**config.mk**
```make
export PLATFORM = sky130hd
export DESIGN_NAME = reg_stream_loader
export DESIGN_NICKNAME = d
export VERILOG_FILES = /design/src/rtl/reg_stream_loader_pkg.sv /design/src/rtl/reg_stream_loader_wr_onehot_dec.sv /design/src/rtl/reg_stream_loader.sv
export SDC_FILE = /design/constraint.sdc
export NUM_CORES = 1
export LEC_CHECK = 0
export CAP_MARGIN = 15
export CORE_MARGIN = 2
export CORE_UTILIZATION = 44
export DETAILED_ROUTE_END_ITERATION = 12
export HOLD_SLACK_MARGIN = 0.08
export MAX_ROUTING_LAYER = met4
export PLACE_DENSITY = 0.84
export RECOVER_POWER = 50
export SYNTH_ARGS = -nofsm -noshare
export SYNTH_HDL_FRONTEND = slang
export SYNTH_HIERARCHICAL = 1
export SYNTH_SLANG_ARGS = --single-unit
```
**constraint.sdc**
```tcl
create_clock -name clk -period 2.4 [get_ports clk]
set_input_delay 0.48 -clock clk [delete_from_list [all_inputs] [get_ports clk]]
set_output_delay 0.48 -clock clk [all_outputs]
set_load 0.005 [all_outputs]
```
**src/rtl/reg_stream_loader_pkg.sv**
```systemverilog
// ============================================================================
// Module   : reg_stream_loader_pkg
// Purpose  : Shared types and widths for the register stream loader.
// Revision : 1.0 - initial release
// ============================================================================
`default_nettype none

package reg_stream_loader_pkg;

  localparam int NREG  = 32;
  localparam int IDX_W = 5;
  localparam int CNT_W = 6;

  typedef enum logic [1:0] {
    ST_IDLE = 2'd0,
    ST_LOAD = 2'd1,
    ST_DONE = 2'd2
  } state_t;

endpackage

`default_nettype wire

```
**src/rtl/reg_stream_loader_wr_onehot_dec.sv**
```systemverilog
// ============================================================================
// Module   : wr_onehot_dec
// Purpose  : 5-to-NOUT one-hot decoder with enable; all-zero when disabled.
// Revision : 1.0 - initial release
// ============================================================================
`default_nettype none

module wr_onehot_dec
  import reg_stream_loader_pkg::*;
#(
  parameter int NOUT = 32
) (
  input  logic             en,
  input  logic [IDX_W-1:0] idx,
  output logic [NOUT-1:0]  onehot
);

  for (genvar i = 0; i < NOUT; i++) begin : g_bit
    assign onehot[i] = en && (idx == IDX_W'(i));
  end

endmodule

`default_nettype wire

```
**src/rtl/reg_stream_loader.sv**
```systemverilog
// ============================================================================
// Module   : reg_stream_loader
// Purpose  : Streams a burst of words into consecutive registers (wrapping).
// Revision : 1.0 - initial release
// ============================================================================
`default_nettype none

module reg_stream_loader #(
  parameter int DW      = 32,
  parameter int NREG    = reg_stream_loader_pkg::NREG,
  parameter int ZERO_R0 = 1
) (
  input  logic                                   clk,
  input  logic                                   rst_n,
  input  logic                                   start,
  input  logic [reg_stream_loader_pkg::IDX_W-1:0] base_reg,
  input  logic [reg_stream_loader_pkg::CNT_W-1:0] count,
  input  logic                                   in_valid,
  input  logic [DW-1:0]                          in_data,
  output logic                                   in_ready,
  output logic [NREG-1:0]                        reg_we,
  output logic [DW-1:0]                          reg_wdata,
  output logic                                   busy,
  output logic                                   done,
  output logic [reg_stream_loader_pkg::IDX_W-1:0] cur_reg
);

  import reg_stream_loader_pkg::*;

  state_t            r_state;
  logic [IDX_W-1:0]  r_ptr;
  logic [CNT_W-1:0]  r_remaining;
  logic              r_in_ready;
  logic              r_busy;
  logic              r_done;
  logic [NREG-1:0]   r_reg_we;
  logic [DW-1:0]     r_reg_wdata;

  logic              w_xfer;
  logic              w_we_en;
  logic [NREG-1:0]   w_we_next;

  // r_in_ready is high exactly in LOAD, so it doubles as the state qualifier
  assign w_xfer  = r_in_ready && in_valid;
  assign w_we_en = w_xfer && !((ZERO_R0 != 0) && (r_ptr == '0));

  wr_onehot_dec #(
    .NOUT(NREG)
  ) u_dec (
    .en    (w_we_en),
    .idx   (r_ptr),
    .onehot(w_we_next)
  );

  always_ff @(posedge clk or negedge rst_n) begin
    if (!rst_n) begin
      r_state     <= ST_IDLE;
      r_ptr       <= '0;
      r_remaining <= '0;
      r_in_ready  <= 1'b0;
      r_busy      <= 1'b0;
      r_done      <= 1'b0;
      r_reg_we    <= '0;
      r_reg_wdata <= '0;
    end else begin
      r_reg_we <= w_we_next;
      if (w_xfer) begin
        r_reg_wdata <= in_data;
      end
      case (r_state)
        ST_IDLE: begin
          if (start) begin
            r_busy <= 1'b1;
            if (count != '0) begin
              r_ptr       <= base_reg;
              r_remaining <= count;
              r_in_ready  <= 1'b1;
              r_state     <= ST_LOAD;
            end else begin
              r_done  <= 1'b1;
              r_state <= ST_DONE;
            end
          end
        end
        ST_LOAD: begin
          if (in_valid) begin
            r_ptr       <= r_ptr + IDX_W'(1);
            r_remaining <= r_remaining - CNT_W'(1);
            // Last word: done rises together with its registered write enable
            if (r_remaining == CNT_W'(1)) begin
              r_in_ready <= 1'b0;
              r_done     <= 1'b1;
              r_state    <= ST_DONE;
            end
          end
        end
        ST_DONE: begin
          r_done  <= 1'b0;
          r_busy  <= 1'b0;
          r_state <= ST_IDLE;
        end
        default: begin
          r_in_ready <= 1'b0;
          r_done     <= 1'b0;
          r_busy     <= 1'b0;
          r_state    <= ST_IDLE;
        end
      endcase
    end
  end

  assign in_ready  = r_in_ready;
  assign reg_we    = r_reg_we;
  assign reg_wdata = r_reg_wdata;
  assign busy      = r_busy;
  assign done      = r_done;
  assign cur_reg   = r_ptr;

endmodule

`default_nettype wire

```
Word level (Yosys, flattened, before mapping)
Index checks and enable logic that the tools add are counted.
W data, S select, Z words.

word-level totals
  register bits after elaboration = 80
  input port bits = 47
  output and inout port bits = 72
  word-level logic and storage cells = 120

operators by class
  add/sub/neg operators = 2
  equal/unequal tests = 39
  multiplexer cells = 25
  bitwise operators = 2
  reduce and logical (&&, ||, !) cells = 44

operator list
  operator               number
  $eq A5 B5 Y1 const B   16
  $eq A5 B4 Y1 const B   8
  $logic_and A1 B1 Y1    34
  $eq A5 B3 Y1 const B   4
  $mux W6                3
  $mux W5                3
  $pmux W6 S2            1
  $eq A5 B2 Y1 const B   2
  $ne A2 B2 Y1 const B   5
  $pmux W5 S2            1
  $mux W1                9
  $mux W2                4
  $reduce_and A4 Y1      2
  $eq A6 B1 Y1 const B   1
  $reduce_bool A6 Y1     1
  $sub A6 B1 Y6 const B  1
  $add A5 B1 Y5 const B  1
  $eq A5 B1 Y1 const B   1
  $logic_not A5 Y1       1
  $reduce_and A5 Y1      1
  $pmux W1 S2            2
  $pmux W2 S2            1
  $pmux W1 S3            1
  $reduce_and A3 Y1      1
  7 further kinds        8

Depth between registers and ports, before layout
Gate-level depths: netlist of the first run.

  word-level depth = 4
  mapped depth = 6
  gate-level depth less buffers = 6

Hierarchy
The synthesis of the first run kept the hierarchy.

by module, submodules not included
  module             times used  cells an instance  area each (um^2)  sequential area each (um^2)
  reg_stream_loader  1           207                2991.6            2001.9
  wr_onehot_dec      1           47                 234.0             0.0

Least setup slack after synthesis of the first run
No wires, ideal clock.

  kind = register to register
  start point = register r_ptr[0], in the netlist cur_reg[0]
  end point = register r_reg_we[3], in the netlist reg_we[3]
  setup time = 0.075 ns
  arrival = 1.791 ns
  data required time = 2.325 ns
  slack = 0.534 ns
  cell stages (with the launch flop) = 7
  buffers on the path = 0
  period minus slack after synthesis = 1.866 ns
  cells stage by stage = dfrtp_1 inv_1 ha_1 nor4b_1 nor2_1 or4b_4 nor2_1

on the way
  word-level cells in the longest chain between the ends = 4
  elaborated cells between the ends (all ways) = 5
  those cells by class = eq/ne: 1; reduce/logical: 4

RTL lines
  element                 RTL line                               source
  start, declared         reg_stream_loader.sv:31                logic [IDX_W-1:0] r_ptr;
  start signal, assigned  reg_stream_loader.sv:75                r_ptr <= base_reg;
  start signal, assigned  reg_stream_loader.sv:87                r_ptr <= r_ptr + IDX_W'(1);
  $logic_not A5 Y1        reg_stream_loader.sv:45                assign w_we_en = w_xfer && !((ZERO_R0 != 0) && (r_ptr == '0));
  $logic_not A1 Y1        reg_stream_loader.sv:45
  $logic_and A1 B1 Y1     reg_stream_loader.sv:45
  net w_we_en             reg_stream_loader.sv:40                logic w_we_en;
  $logic_and A1 B1 Y1     reg_stream_loader_wr_onehot_dec.sv:19  assign onehot[i] = en && (idx == IDX_W'(i));
  net w_we_next[3]        reg_stream_loader.sv:41                logic [NREG-1:0] w_we_next;
  end signal, assigned    reg_stream_loader.sv:66                r_reg_we <= w_we_next;
  end, declared           reg_stream_loader.sv:36                logic [NREG-1:0] r_reg_we;

The timed path passes the listed nets, and every way through them passes these cells.
A chain may end at the register's enable or synchronous reset.

Worst setup path after layout of the first run
  start point = register r_ptr[2], in the netlist cur_reg[2]
  end point = output cur_reg[2] (netlist bit)

RTL lines
  element        RTL line                 source
  end, declared  reg_stream_loader.sv:25  output logic [reg_stream_loader_pkg::IDX_W-1:0] cur_reg

No word-level cell between the ends.

==> run summary, run 1 <==
gp weighted congestion -> 0.901
antenna violations before repair -> 0
n_diodes -> 0
DP Area -> 0.00452 sq mm
Root Driver -> clkbuf_8
vias per cell -> 5.04
crit path from -> cur_reg[2]
Fmax -> 0.492 GHz
worst skew pair latency -> 340 ps
DR vias -> 2,431
post-synth top area share -> 62.1%
Clk pin slew, worst setup/hold paths -> 70 ps
pin count of the biggest net entering global routing -> 48
pwr dens -> 1070 mW/mm^2
max_cap viols -> 1
crit path kind -> reg2out
final instance area -> 0.00471 sq mm
Hold Path Class -> reg2reg
Critical R2R Launch -> cur_reg[1]
Hold-fix buffers, CTS -> 0
layout cell share with drive strength beyond 1 -> 15.9%
Detailed Place HPWL -> 5.53 mm
H-tree levels -> 3
crit-path cells -> clkdlybuf4s50_1
Ports -> 119
CP max stage delay -> 610 ps
final worst slack -> 369 ps
RR Endpoint -> reg_we[2]
setup_tns -> 0 ps
first-pass GRT wire length -> 11.9 mm
Synth Instances -> 254
final std cells w/o fill -> 482
Reg2Reg Depth -> 6
Worst Clk Skew -> 5.69 ps
Die X-Extent -> 89.6 um
maximum VDD drop -> 0.000560 V
Synth area leaders -> dfrtp_1 (62%), mux2_2 (11%), nor2_1 (5.0%), a32o_1 (1.6%), ha_1 (1.6%)
fillcell total -> 586
Num CTS Buffers -> 9
area grow syn2layout -> 45.9%
crit path launch type -> flop
die height -> 89.6 um
Place WS -> 250 ps
Worst-Margin Slew -> 1870 ps
register-to-register setup slack -> 620 ps
gr usage total -> 20.2%
footprint of the multi-input gates -> 0.00112 sq mm
Core Util, Final -> 65.6%
DR pass1 iterations -> 4
Slew Limit Headroom -> -25.0%
buffer and inverter count on the worst path -> 1
Starting Density -> 45.0%
failing checks -> max-capacitance violations, max-slew violations
WP data required -> 1920 ps
storage element area -> 0.00200 sq mm
status -> complete, but fails checks
Synthesized Nets -> 305
Setup Fix Bufs, Post-CTS -> 0
RSZ-0062 raised after global routing -> false
Avg WL per Cell -> 15.5 um
Seq cells post-synth -> 80
Final Hold Viols -> 0
Tot Pwr -> 5.03 mW
grt ovf -> 0
Tcrit/Tclk final -> 84.6%
mapped cell area -> 0.00323 sq mm
maximum clock path buffer count -> 2
Clock Sinks -> 80
min cycle time layout -> 2030 ps
distinct cell type count after synthesis -> 40
syn avg cell area -> 12.7 sq um
crit path to -> cur_reg[2]
final WL -> 7.49 mm
Placed Cells -> 466
CP delay by family, top -> flip-flops
CTS tree -> done
Fin Hold WS -> 502 ps
DIE AREA -> 0.00803 sq mm
leakage power -> 2.09 nW
DRC -> 0
Max Slew Vio Count -> 34
sequential area share after synthesis -> 62.1%
critical path depth -> 1
Synth area leader -> dfrtp_1
crit-path max FO -> 16
Synth warnings -> 6
vias in the first global route -> 2,447
crit path capture type -> output port
ANT nets after route -> 0
final setup vio count -> 0
num rows -> 31
fin nets -> 429
CORE AREA -> 0.00718 sq mm
input/output buffers -> 118
First DRT Iteration DRCs -> 65
Crit-path slowest cell -> dfrtp_1
post-CTS resize count -> 0
critical path arrival -> 1550 ps
[worst min-delay path by stage]
stage / startpoint / to / slack (ps) / cells after the start
final: busy / busy / 500 / 2
after global placement: rst_n / reg_we[9] / 460 / 1
after global routing: reg_wdata[4] / reg_wdata[4] / 530 / 1
after floorplan: rst_n / busy / 180 / 0
after CTS: rst_n / reg_we[9] / 80 / 1
after detailed placement: rst_n / reg_we[11] / 460 / 1
[logic make-up after synthesis]
group	after synthesis	synth area share (%)
compound gates	34	8.50
simple gates	85	13.8
flops	80	62.1
fa+ha+maj	4	1.55
mux	32	11.2
buf+inv	19	2.91
[layout by cell type, fill, tap and decap left out, types with 2 or more instances in the layout]
master and n:
a21oi_1 6, nand4bb_1 3, dlygate4sd3_1 35, nand2b_1 5
clkbuf_8 10, dfrtp_1 80, inv_1 9, nand4_1 3
clkinv_2 2, o221a_2 2, ha_1 4, o21ai_0 4
mux2_2 32, nand2_1 6, buf_4 4, a22oi_1 4
o32ai_1 3, o22ai_1 2, nor3_1 5, nand4b_1 3
a32o_1 5, nand3_1 7, nor2_1 43, clkdlybuf4s50_1 82
clkbuf_1 2, and2_1 2
[routing by layer]
metal | vias to the layer above | routed length, um | share of wire [%] | GRT usage (%)
met5 | - | 0 | 0 | -
met4 | 0 | 104 | 1.4 | 5.83
met3 | 10 | 399 | 5.3 | 6.12
met2 | 91 | 3850 | 51 | 32.8
met1 | 1184 | 3130 | 42 | 24.5
li1 | 1146 | - | - | -
[worst min-delay path: cells and delay by family, from the launching register on]
| family | cells | cell delay (ps) |
|---|---|---|
| DFF | 1 | 340 |
| and+or+nand+nor | 2 | 120 |
[cells in the mapped netlist]
cell type  count
dfrtp_1       80
nor2_1        43
mux2_2        32
inv_1          9
nand3_1        7
a21oi_1        6
nand2_1        6
a32o_1         5
nand2b_1       5
nor3_1         5
a22oi_1        4
ha_1           4
o21ai_0        4
buf_2          3
clkbuf_1       3
nand4_1        3
nand4b_1       3
nand4bb_1      3
o32ai_1        3
and2_1         2
buf_6          2
nor4_2         2
o221a_2        2
o22ai_1        2
a21bo_2        1
a21o_1         1
a21oi_2        1
a22o_1         1
a31o_2         1
a32oi_1        1
and2b_1        1
and4_4         1
buf_1          1
buf_4          1
nor2b_1        1
nor4b_1        1
o211ai_4       1
o22a_1         1
or2_1          1
or4b_4         1
[power breakdown]
part	total (mW)	internal, mW	switching, mW
sequential	2.08	1.74	0.343
combinational	1.97	1.15	0.821
clock	0.977	0.507	0.470
[cell type report]
class / instances / area share [%]
inverters: 9 / 0.718
repair buffers: 123 / 26.0
well taps: 99 / 2.63
multi-input cells: 155 / 23.9
clock buffers: 11 / 3.00
clock inverters: 5 / 1.20
flip-flops and latches: 80 / 42.5
Power figures use the tool's default switching activity.
==> run 2: changes to the inputs <==
--- a/config.mk
+++ b/config.mk
@@ -7,11 +7,11 @@
 export LEC_CHECK = 0
 export CAP_MARGIN = 15
 export CORE_MARGIN = 2
-export CORE_UTILIZATION = 44
+export CORE_UTILIZATION = 40
 export DETAILED_ROUTE_END_ITERATION = 12
 export HOLD_SLACK_MARGIN = 0.08
 export MAX_ROUTING_LAYER = met4
-export PLACE_DENSITY = 0.84
+export PLACE_DENSITY = 0.81
 export RECOVER_POWER = 50
 export SYNTH_ARGS = -nofsm -noshare
 export SYNTH_HDL_FRONTEND = slang
==> constraint.sdc (replaced) <==
create_clock -name clk -period 1.85 [get_ports clk]
set_input_delay 0.37 -clock clk [delete_from_list [all_inputs] [get_ports clk]]
set_output_delay 0.37 -clock clk [all_outputs]
set_load 0.005 [all_outputs]
==> run summary, run 2 (synthesis results as in run 1) <==
status -> finished clean (was complete, but fails checks)
post-CTS resize count -> 0 (unchanged)
most common cell after layout, fill and taps aside -> clkdlybuf4s50_1 (unchanged)
antenna violations before repair -> 0 (unchanged)
Worst-Margin Slew -> 833 ps (was 1870 ps)
crit-path cells -> clkdlybuf4s50_1 (unchanged)
DIE AREA -> 0.00880 sq mm (was 0.00803 sq mm)
RSZ-0062 raised after global routing -> false (unchanged)
crit-path max FO -> 8 (was 16)
DP Area -> 0.00465 sq mm (was 0.00452 sq mm)
CTS tree -> done (unchanged)
Ports -> 119 (unchanged)
setup_tns -> 0 ps (unchanged)
storage element area -> 0.00200 sq mm (about the same)
fillcell total -> 646 (was 586)
die height -> 93.8 um (was 89.6 um)
area grow syn2layout -> 50.2% (was 45.9%)
Tcrit/Tclk final -> 94.8%
final instance area -> 0.00484 sq mm (was 0.00471 sq mm)
crit path kind -> reg2out (unchanged)
max_cap viols -> 0 (was 1)
crit path launch type -> flop (unchanged)
fin nets -> 447 (was 429)
WP data required -> 1480 ps (was 1920 ps)
min cycle time layout -> 1750 ps
grt ovf -> 0 (unchanged)
Hold Path Class -> reg2reg (unchanged)
vias per cell -> 5.03 (was 5.04)
layout cell share with drive strength beyond 1 -> 19.5% (was 15.9%)
leakage power -> 2.11 nW (was 2.09 nW)
Max Slew Vio Count -> 0 (was 34)
Crit-path slowest cell -> clkdlybuf4s50_1 (was dfrtp_1)
Root Driver -> clkbuf_8 (unchanged)
footprint of the multi-input gates -> 0.00113 sq mm (was 0.00112 sq mm)
maximum VDD drop -> 0.000744 V (was 0.000560 V)
final WL -> 7.65 mm (was 7.49 mm)
critical path arrival -> 1380 ps (was 1550 ps)
crit path capture type -> output port (unchanged)
Fin Hold WS -> 506 ps (was 502 ps)
Num CTS Buffers -> 9 (unchanged)
first-pass GRT wire length -> 12.2 mm (was 11.9 mm)
gr usage total -> 18.4% (was 20.2%)
CORE AREA -> 0.00777 sq mm (was 0.00718 sq mm)
most frequent cells in the layout -> clkdlybuf4s50_1 (104), dfrtp_1 (79), nor2_1 (43) (was clkdlybuf4s50_1 (82), dfrtp_1 (80), nor2_1 (43))
worst skew pair latency -> 330 ps (was 340 ps)
Worst Clk Skew -> 6.44 ps (was 5.69 ps)
Clock Sinks -> 80 (unchanged)
Starting Density -> 41.5% (was 45.0%)
DR pass1 iterations -> 4 (unchanged)
Slew Limit Headroom -> 44.5% (was -25.0%)
Die X-Extent -> 93.8 um (was 89.6 um)
Tot Pwr -> 6.71 mW (was 5.03 mW)
final setup vio count -> 0 (unchanged)
H-tree levels -> 3 (unchanged)
Core Util, Final -> 62.4% (was 65.6%)
gp weighted congestion -> 0.919 (was 0.901)
First DRT Iteration DRCs -> 51 (was 65)
Avg WL per Cell -> 15.2 um (was 15.5 um)
Clk pin slew, worst setup/hold paths -> 80 ps (was 70 ps)
Fmax -> 0.570 GHz
buffer and inverter count on the worst path -> 1 (unchanged)
DR vias -> 2,528 (was 2,431)
ANT nets after route -> 0 (unchanged)
CP max stage delay -> 560 ps (was 610 ps)
n_diodes -> 0 (unchanged)
vias in the first global route -> 2,515 (was 2,447)
input/output buffers -> 118 (unchanged)
maximum clock path buffer count -> 2 (unchanged)
pwr dens -> 1390 mW/mm^2 (was 1070 mW/mm^2)
DRC -> 0 (unchanged)
Detailed Place HPWL -> 5.91 mm (was 5.53 mm)
num rows -> 32 (was 31)
Final Hold Viols -> 0 (unchanged)
pin count of the biggest net entering global routing -> 39 (was 48)
CP delay by family, top -> buffers and inverters (was flip-flops)
## run 2: changes by cell type in the layout (fill, tap and decap cells not counted), sizes merged
| cell | before | now |
|---|---|---|
| clkdlybuf4s50 | 82 | 104 |
| dlygate4sd3 | 35 | 14 |
| buf | 5 | 18 |
| clkbuf | 12 | 17 |
| clkinv | 3 | 1 |
| clkinvlp | 1 | 2 |
## run 2: layout make-up
class	count	share of cell area, %
clock inverter	4	1.11
clock buffer	12	3.00
multi-input combinational	155	23.3
sequential	80	41.3
timing repair buffer	141	27.9
tap	102	2.63
inverter	9	0.697
## run 2: metal layers
| layer | global-route usage, % | wire length, um |
|---|---|---|
| met1 | 23.3 | 3200 |
| met2 | 30.0 | 3960 |
| met3 | 3.37 | 382 |
| met4 | 6.04 | 104 |
| met5 | - | 0 |
## run 2: final timing paths
kind	startpoint	to	slack (ps)	cells past startpoint
max in group asynchronous	rst_n	reg_wdata[25]	370	3
max	cur_reg[2]	cur_reg[2]	100	1
max reg2reg	r_remaining[2]	r_remaining[5]	190	4
min reg2reg	reg_wdata[7]	reg_wdata[7]	510	1
min	reg_wdata[7]	reg_wdata[7]	510	1
min in group asynchronous	rst_n	reg_we[17]	660	2
## run 2: repair_timing
item,4_1_cts,5_1_grt
endpoints found under the setup margin,0,0
setup buffers,0,0
endpoints found under the hold margin,30,0
hold buffers,1,0
## run 2: where the power goes
part | switching (mW) | internal, mW
Combinational | 1.20 | 1.63
Clock | 0.600 | 0.664
Sequential | 0.356 | 2.26
Total | 2.16 | 4.56
## run 2: stage by stage
stage                     std cells  setup WS [ps]
after floorplan                 254           42.7
after CTS                       503           64.4
after global placement          486           -103
final                           503           96.4
after global routing            503           16.4
after detailed placement        486           -147
==> run 3: changes to the inputs <==
--- a/config.mk
+++ b/config.mk
@@ -6,12 +6,13 @@
 export NUM_CORES = 1
 export LEC_CHECK = 0
 export CAP_MARGIN = 15
-export CORE_MARGIN = 2
-export CORE_UTILIZATION = 40
+export CORE_UTILIZATION = 56
 export DETAILED_ROUTE_END_ITERATION = 12
+export DONT_BUFFER_PORTS = 1
+export GPL_ROUTABILITY_DRIVEN = 1
 export HOLD_SLACK_MARGIN = 0.08
 export MAX_ROUTING_LAYER = met4
-export PLACE_DENSITY = 0.81
+export PLACE_DENSITY = 0.79
 export RECOVER_POWER = 50
 export SYNTH_ARGS = -nofsm -noshare
 export SYNTH_HDL_FRONTEND = slang
==> run summary, run 3 (synthesis results as in run 1) <==
status -> complete, but fails checks (was finished clean)
failing checks -> negative hold slack
Place WS -> 256 ps (was -147 ps)
Slew Limit Headroom -> 65.7% (was 44.5%)
layout cell share with drive strength beyond 1 -> 25.2% (was 19.5%)
area grow syn2layout -> 10.8% (was 50.2%)
Worst Clk Skew -> 8.47 ps (was 6.44 ps)
First DRT Iteration DRCs -> 102 (was 51)
setup_tns -> 0 ps (unchanged)
fin nets -> 316 (was 447)
Final Hold Viols -> 80 (was 0)
crit path capture type -> flop (was output port)
antenna violations before repair -> 0 (unchanged)
vias per cell -> 5.99 (was 5.03)
leakage power -> 1.58 nW (was 2.11 nW)
Tcrit/Tclk final -> 87.4% (was 94.8%)
min cycle time layout -> 1620 ps (was 1750 ps)
vias in the first global route -> 2,131 (was 2,515)
final worst slack -> 232 ps (was 96.4 ps)
Max Slew Vio Count -> 0 (unchanged)
CORE AREA -> 0.00554 sq mm (was 0.00777 sq mm)
Fmax -> 0.618 GHz (was 0.570 GHz)
most frequent cells in the layout -> dfrtp_1 (79), nor2_1 (43), mux2_2 (32) (was clkdlybuf4s50_1 (104), dfrtp_1 (79), nor2_1 (43))
Placed Cells -> 326 (was 486)
final setup vio count -> 0 (unchanged)
final instance area -> 0.00357 sq mm (was 0.00484 sq mm)
grt ovf -> 0 (unchanged)
DRC -> 0 (unchanged)
first-pass GRT wire length -> 10.4 mm (was 12.2 mm)
crit path kind -> reg2reg (was reg2out)
RSZ-0062 raised after global routing -> false (unchanged)
Clk pin slew, worst setup/hold paths -> 80 ps (about the same)
Reg2Reg Depth -> 4 (unchanged)
max_cap viols -> 0 (unchanged)
gp weighted congestion -> 0.853 (was 0.919)
n_diodes -> 0 (unchanged)
ANT nets after route -> 0 (unchanged)
num rows -> 27 (was 32)
Detailed Place HPWL -> 4.43 mm (was 5.91 mm)
input/output buffers -> 0 (was 118)
DR vias -> 2,048 (was 2,528)
DIE AREA -> 0.00607 sq mm (was 0.00880 sq mm)
Core Util, Final -> 64.5% (was 62.4%)
final std cells w/o fill -> 342 (was 503)
die height -> 77.9 um (was 93.8 um)
worst skew pair latency -> 340 ps (was 330 ps)
final WL -> 6.38 mm (was 7.65 mm)
Fin Hold WS -> -287 ps (was 506 ps)
Worst-Margin Slew -> 515 ps (was 833 ps)
Hold Path Class -> in2async (was reg2reg)
Ports -> 119 (unchanged)
Avg WL per Cell -> 18.6 um (was 15.2 um)
DP Area -> 0.00333 sq mm (was 0.00465 sq mm)
Num CTS Buffers -> 9 (unchanged)
crit path launch type -> flop (unchanged)
gr usage total -> 23.2% (was 18.4%)
maximum clock path buffer count -> 2 (unchanged)
DR pass1 iterations -> 4 (unchanged)
pwr dens -> 1660 mW/mm^2 (was 1390 mW/mm^2)
Tot Pwr -> 5.95 mW (was 6.71 mW)
maximum VDD drop -> 0.000795 V (was 0.000744 V)
H-tree levels -> 3 (unchanged)
WP data required -> 2080 ps (was 1480 ps)
fillcell total -> 430 (was 646)
Clock Sinks -> 80 (unchanged)
critical path arrival -> 1850 ps (was 1380 ps)
most common cell after layout, fill and taps aside -> dfrtp_1 (was clkdlybuf4s50_1)
Die X-Extent -> 77.9 um (was 93.8 um)
crit-path max FO -> 11 (was 8)
Starting Density -> 58.2% (was 41.5%)
pin count of the biggest net entering global routing -> 81 (was 39)
Root Driver -> clkbuf_8 (unchanged)
CTS tree -> done (unchanged)
[run 3: layout make-up]
class	instances	area [sq um]	share of cell area, %
sequential	80	2000	56.0
inverter	9	33.8	0.945
multi-input combinational	155	1130	31.6
clock buffer	10	128	3.57
clock inverter	6	115	3.22
tap	72	90.1	2.52
timing repair buffer	10	75.1	2.10
[run 3: worst paths after layout]
check                               startpoint        endpoint  slack [ps]
min in group clk                    in_data[8]    reg_wdata[8]         170
worst max register to register  r_remaining[2]  r_remaining[5]         230
worst min register to register   reg_wdata[30]   reg_wdata[30]         540
max in group asynchronous                rst_n   reg_wdata[27]        2020
worst min-delay path                     rst_n      reg_we[13]        -290
worst max-delay path            r_remaining[2]  r_remaining[5]         230
[run 3: layer usage]
| layer | up-vias | wire (um) | GRT usage [%] |
|---|---|---|---|
| li1 | 923 | - | - |
| met1 | 1017 | 2560 | 27.9 |
| met2 | 97 | 3170 | 37.2 |
| met3 | 11 | 543 | 6.82 |
| met4 | 0 | 97 | 8.89 |
| met5 | - | 0 | - |
[run 3: timing repair]
| action | 4_1_cts | 5_1_grt |
|---|---|---|
| setup endpoints to repair | 0 | 0 |
| gates resized for setup | 0 | 0 |
| setup buffers | 0 | 0 |
| endpoints found under the hold margin | 80 | 80 |
[run 3: power by group]
group	switching [mW]	internal (mW)
logic	0.946	0.811
registers	0.405	2.26
clock network	0.620	0.904
total	1.97	3.98
[run 3: critical path: stages, from the launching register on]
cell and delay [ps]:
dfrtp_1 440, nor4_2 320, and4_4 300, o211ai_4 150, a32o_1 290
